==> src/rtl/uart_tx_mmio.sv <==
// 8N1 UART transmitter with MMIO doorbell write; single holding register or UART_TX_FIFO_EN circular FIFO.
// Latency: doorbell edge to start-bit falling edge is one clock; frames run back to back while data is buffered.
// Backpressure: full is registered state; a doorbell while full drops the byte and sets sticky overrun.
module uart_tx_mmio #(
  parameter int CLKS_PER_BIT = 234,
  parameter int FIFO_DEPTH   = 8
) (
  input  logic       clk,
  input  logic       rst_n,
  input  logic [7:0] data_in,
  input  logic       doorbell,
  input  logic       overrun_clr,
  output logic       tx,
  output logic       busy,
  output logic       full,
  output logic       overrun
);

  localparam int CNT_W = $clog2(CLKS_PER_BIT);
  localparam logic [CNT_W-1:0] BAUD_LAST = CNT_W'(CLKS_PER_BIT - 1);

  typedef enum logic [1:0] {IDLE, START, DATA, STOP} state_t;

  state_t           state, state_d;
  logic [CNT_W-1:0] baud_cnt, baud_d;
  logic [2:0]       bit_cnt, bit_d;
  logic [7:0]       shift, shift_d;
  logic             tx_d;
  logic             pop;
  logic             push;
  logic             buf_vld;
  logic [7:0]       buf_dat;

  // full comes from registered state only, so a same-cycle pop never admits the write
  assign push = doorbell & ~full;

`ifdef UART_TX_FIFO_EN
  localparam int PTR_W = $clog2(FIFO_DEPTH);

  logic [7:0]       mem [FIFO_DEPTH];
  logic [PTR_W-1:0] rd_ptr, wr_ptr;
  logic [PTR_W:0]   count;

  always_ff @(posedge clk) begin
    if (push) mem[wr_ptr] <= data_in;
  end

  always_ff @(posedge clk or negedge rst_n) begin
    if (!rst_n) begin
      rd_ptr <= '0;
      wr_ptr <= '0;
      count  <= '0;
    end else begin
      if (push) wr_ptr <= wr_ptr + PTR_W'(1);
      if (pop)  rd_ptr <= rd_ptr + PTR_W'(1);
      case ({push, pop})
        2'b10:   count <= count + (PTR_W+1)'(1);
        2'b01:   count <= count - (PTR_W+1)'(1);
        default: count <= count;
      endcase
    end
  end

  assign full    = (count == (PTR_W+1)'(FIFO_DEPTH));
  assign buf_vld = (count != '0);
  assign buf_dat = mem[rd_ptr];
`else
  logic [7:0] hold_dat;
  logic       hold_vld;

  always_ff @(posedge clk or negedge rst_n) begin
    if (!rst_n) begin
      hold_vld <= 1'b0;
      hold_dat <= '0;
    end else begin
      if (pop) hold_vld <= 1'b0;
      if (push) begin
        hold_vld <= 1'b1;
        hold_dat <= data_in;
      end
    end
  end

  assign full    = hold_vld;
  assign buf_vld = hold_vld;
  assign buf_dat = hold_dat;
`endif

  always_comb begin
    state_d = state;
    baud_d  = baud_cnt;
    bit_d   = bit_cnt;
    shift_d = shift;
    pop     = 1'b0;
    case (state)
      IDLE: begin
        if (buf_vld) begin
          pop     = 1'b1;
          shift_d = buf_dat;
          bit_d   = '0;
          baud_d  = '0;
          state_d = START;
        end
      end
      START: begin
        if (baud_cnt == BAUD_LAST) begin
          baud_d  = '0;
          state_d = DATA;
        end else begin
          baud_d = baud_cnt + CNT_W'(1);
        end
      end
      DATA: begin
        if (baud_cnt == BAUD_LAST) begin
          baud_d  = '0;
          shift_d = shift >> 1;
          bit_d   = bit_cnt + 3'd1;
          if (bit_cnt == 3'd7) state_d = STOP;
        end else begin
          baud_d = baud_cnt + CNT_W'(1);
        end
      end
      STOP: begin
        if (baud_cnt == BAUD_LAST) begin
          baud_d = '0;
          if (buf_vld) begin
            pop     = 1'b1;
            shift_d = buf_dat;
            bit_d   = '0;
            state_d = START;
          end else begin
            state_d = IDLE;
          end
        end else begin
          baud_d = baud_cnt + CNT_W'(1);
        end
      end
      default: state_d = IDLE;
    endcase

    // tx is registered from the next state so the start bit appears on the pop edge
    case (state_d)
      START:   tx_d = 1'b0;
      DATA:    tx_d = shift_d[0];
      default: tx_d = 1'b1;
    endcase
  end

  always_ff @(posedge clk or negedge rst_n) begin
    if (!rst_n) begin
      state    <= IDLE;
      baud_cnt <= '0;
      bit_cnt  <= '0;
      shift    <= '0;
      tx       <= 1'b1;
    end else begin
      state    <= state_d;
      baud_cnt <= baud_d;
      bit_cnt  <= bit_d;
      shift    <= shift_d;
      tx       <= tx_d;
    end
  end

  always_ff @(posedge clk or negedge rst_n) begin
    if (!rst_n)                overrun <= 1'b0;
    else if (doorbell && full) overrun <= 1'b1;
    else if (overrun_clr)      overrun <= 1'b0;
  end

  assign busy = (state != IDLE) | buf_vld;

endmodule

==> config.mk <==
export PLATFORM = sky130hd
export DESIGN_NAME = uart_tx_mmio
export DESIGN_NICKNAME = d
export VERILOG_FILES = /design/src/rtl/uart_tx_mmio.sv
export SDC_FILE = /design/constraint.sdc
export NUM_CORES = 1
export LEC_CHECK = 0
export ABC_AREA = 0
export BUFFER_PORTS_ARGS = -buffer_cell sky130_fd_sc_hd__buf_2
export CAP_MARGIN = 20
export CELL_PAD_IN_SITES_DETAIL_PLACEMENT = 1
export CELL_PAD_IN_SITES_GLOBAL_PLACEMENT = 1
export CORE_UTILIZATION = 49
export CTS_BUF_LIST = sky130_fd_sc_hd__clkbuf_16
export CTS_CLUSTER_SIZE = 8
export DETAILED_ROUTE_END_ITERATION = 10
export PLACE_DENSITY = 0.93
export RECOVER_POWER = 100
export SLEW_MARGIN = 20
export SYNTH_ARGS = -nofsm -noshare
export SYNTH_HDL_FRONTEND = slang
export SYNTH_SLANG_ARGS = --single-unit
==> constraint.sdc <==
create_clock -name clk -period 3.19 [get_ports clk]
set_clock_uncertainty 0.15 [all_clocks]
set_input_delay 0.1595 -clock clk [delete_from_list [all_inputs] [get_ports clk]]
set_output_delay 0.1595 -clock clk [all_outputs]
set_load 0.03 [all_outputs]
==> results.md <==
- Power per cell area: 497.5 nW/µm²
- Syn nets: 198
- CP Data Required Time: 3180 ps
- Max FO, Critical Path: 9
- Worst-Margin Slew: 1717 ps
- Max-slew violations: 33
- Initial antenna violation count: 0
- Syn-to-layout area delta: 18.79%
- Mapped cell area: 1772 µm²
- Vias/cell: 6.084
- Largest net degree at the start of global routing: 33
- Final worst slack: 607.9 ps
- Yosys cell types: 41
- Die Area: 3860 µm²
- RSZ-0062 raised after global routing: no
- Share of cells above drive strength 1: 13.79%
- Final net count: 223
- Number of synthesized flops with an enable pin: 0
- Row cnt: 21
- Setup WS pre-CTS: 863.8 ps
- Max Cap Viol: 1
- Post-layout min period: 2582 ps
- CP Class: flop to flop
- Post-layout util: 62.09%
- 1st-pass router iterations: 4
- Cells after Synth: 177
- Max-slew headroom: -14.44%
- Critical path launch point type: flop
- Vias: 1,515
- Core Region: 3390 µm²
- Area contributors post-synth: dfrtp_1, ha_1, mux2_2
- Root Buffer: clkbuf_16
- WP buf/inv: 2
- Die width: 62.13 µm
- Period utilization: 80.94%
- N_diodes: 0
- First-pass GRT wire length: 8004 µm
- Total CTS buffers: 5
- Drc violations: 0
- Most frequent cell on the critical path: inv_1
- Synthesis Warnings: 0
- Post-CTS Resized: 0
- Static Leak: 0.9603 nW
- Grt ovf: 0
- DP Wirelength: 2879 µm
- Violated checks: capacitance limit, slew limit
- Bufs on Longest Clock Path: 2
- Worst VDD drop: 0.3637 mV
- CTS tree: done
- CTS HTree Levels: 2
- Top delay family on crit path: compound AO/OA/AOI/OAI gates
- Syn Area/Cell: 10.01 µm²
- Yosys top cell area share: 43.79%
- Chip height: 62.13 µm
- # setup viols final: 0
- Most common cell in the netlist: dfrtp_1
- Setup TNS: 0 ps
- Vias in the first global route: 1,578
- #FFs+latches synth: 32
- Clk Latency, worst-skew pair: 270 ps
- Filler cells: 360
- Sequential area share after synthesis: 45.27%
- WP data arrival: 2570 ps
- Total power: 1.047 mW
- Slowest cell on the critical path: a31oi_1
- Clock transition at path regs: 50 ps
- Max Freq: 0.3873 GHz
- Setup bufs post-CTS: 0
- CP Capture Type: flop
- GRT Overall Usage: 26.96%
- Commonest register cell after synthesis: dfrtp_1
- Asr flop ratio synth: 100.0%
- Crit-path cells: inv_1, ha_1, and4_1, a31oi_1, nor3_1, a221oi_1, inv_1
- Final WL: 4729 µm
- Max incr delay on CP: 690 ps
- Fin. Hold Viols: 0
- Effective utilization at floorplan: 52.27%
- Commonest cells post-synth: dfrtp_1, nor2_1, nand2_1
- Hold Crit Class: flop to flop
- Wire per inst: 18.99 µm
- Routability Congestion: 0.8568
- Port Buffer Count: 15
- Status: complete, but fails checks
- Num Clock Sinks: 32
- Antenna Violating Nets Remaining: 0
- I/O pins: 16
- Initial DRC count: 77
- Dominant cell type by area after synthesis: dfrtp_1
[timing repair]
item,4_1_cts,5_1_grt
endpoints found under the setup margin,0,0
hold buffers,11,0
endpoints found under the hold margin,40,0
[power breakdown]
part	internal (mW)	switching, mW	total, mW
registers	0.454	0.0404	0.495
clock network	0.280	0.155	0.435
logic	0.0680	0.0498	0.118
[layout by cell type (no fill, tap or decap), types with 2 or more instances in the layout]
cell	netlist	layout
xnor2_1	2	2
and3_1	3	3
clkbuf_16	0	5
nand2b_1	2	2
o31ai_1	6	6
mux2_2	9	9
o21a_1	2	2
nor3_1	3	3
clkbuf_1	5	5
o21ai_0	9	9
o22ai_1	2	2
a21oi_1	10	10
inv_1	8	10
a22o_1	8	8
ha_1	9	9
dfrtp_1	31	31
nand2_1	16	16
nor2b_1	4	4
dlygate4sd3_1	0	11
nand3_1	2	2
mux2i_1	7	7
buf_2	2	10
nor2_1	17	17
[registers in the layout (all words and copies together), names as in the netlist]
name      count
shift         8
bit_cnt       3
tx            1
state         2
buf_dat       8
full          1
baud_cnt      8
overrun       1
[area by class of cell]
type	instances	area, µm²	share of cell area (%)
multi-input combinational	129	899.6	42.75
sequential	32	802.0	38.11
timing repair buffer	26	178.9	8.502
clock buffer	5	125.1	5.945
tap	46	57.56	2.735
inverter	8	30.03	1.427
clock inverter	3	11.26	0.5351
[cells by family (layout without fill, tap and decap cells)]
| kind of cell | Yosys count | count (layout) | share of synthesized area, % |
|---|---|---|---|
| and+or+nand+nor | 55 | 55 | 15.82 |
| buffers and inverters | 16 | 42 | 3.531 |
| muxes | 16 | 16 | 9.675 |
| DFF | 32 | 32 | 45.27 |
| xor gates and xnor gates | 2 | 2 | 0.9889 |
| AOI/OAI and AO/OA | 47 | 47 | 18.36 |
| adders and majority gates | 9 | 9 | 6.356 |
[metrics by stage]
stage	instance area (µm²)	hold slack [ps]	instances
finish	2105	369.1	249
CTS	2118	344.5	249
global placement	1872	85.82	230
floorplan	1772	-286.1	177
global route	2105	391.4	249
detailed placement	1872	108.9	230
[routing by layer]
| metal | track usage [%] | wire length, µm | vias to the layer above |
|---|---|---|---|
| met3 | 4.963 | 156 | 11 |
| met1 | 32.78 | 1991 | 782 |
| met5 | 0 | 0 | - |
| met2 | 47.53 | 2479 | 39 |
| li1 | - | - | 683 |
| met4 | 9.593 | 102 | 0 |
[worst min-delay path, stage by stage (launching register included)]
cell and delay, ps:
dfrtp_1 360, nand2_1 60, o31ai_1 60
[worst paths after layout]
path | startpoint | to | slack, ps | cells after the start
max in group asynchronous | rst_n | buf_dat[6]$_DFFE_PN0P_ | 1160 | 2
worst max register to register | baud_cnt[1]$_DFFE_PN0P_ | shift[0]$_DFF_PN0_ | 610 | 7
min in group asynchronous | rst_n | bit_cnt[2]$_DFFE_PN0P_ | 730 | 2
worst min-delay path | shift[6]$_DFFE_PN0P_ | shift[6]$_DFFE_PN0P_ | 370 | 2
worst min register to register | shift[6]$_DFFE_PN0P_ | shift[6]$_DFFE_PN0P_ | 370 | 2
worst max-delay path | baud_cnt[1]$_DFFE_PN0P_ | shift[0]$_DFF_PN0_ | 610 | 7
No activity file was read; power rests on OpenSTA's default activity.
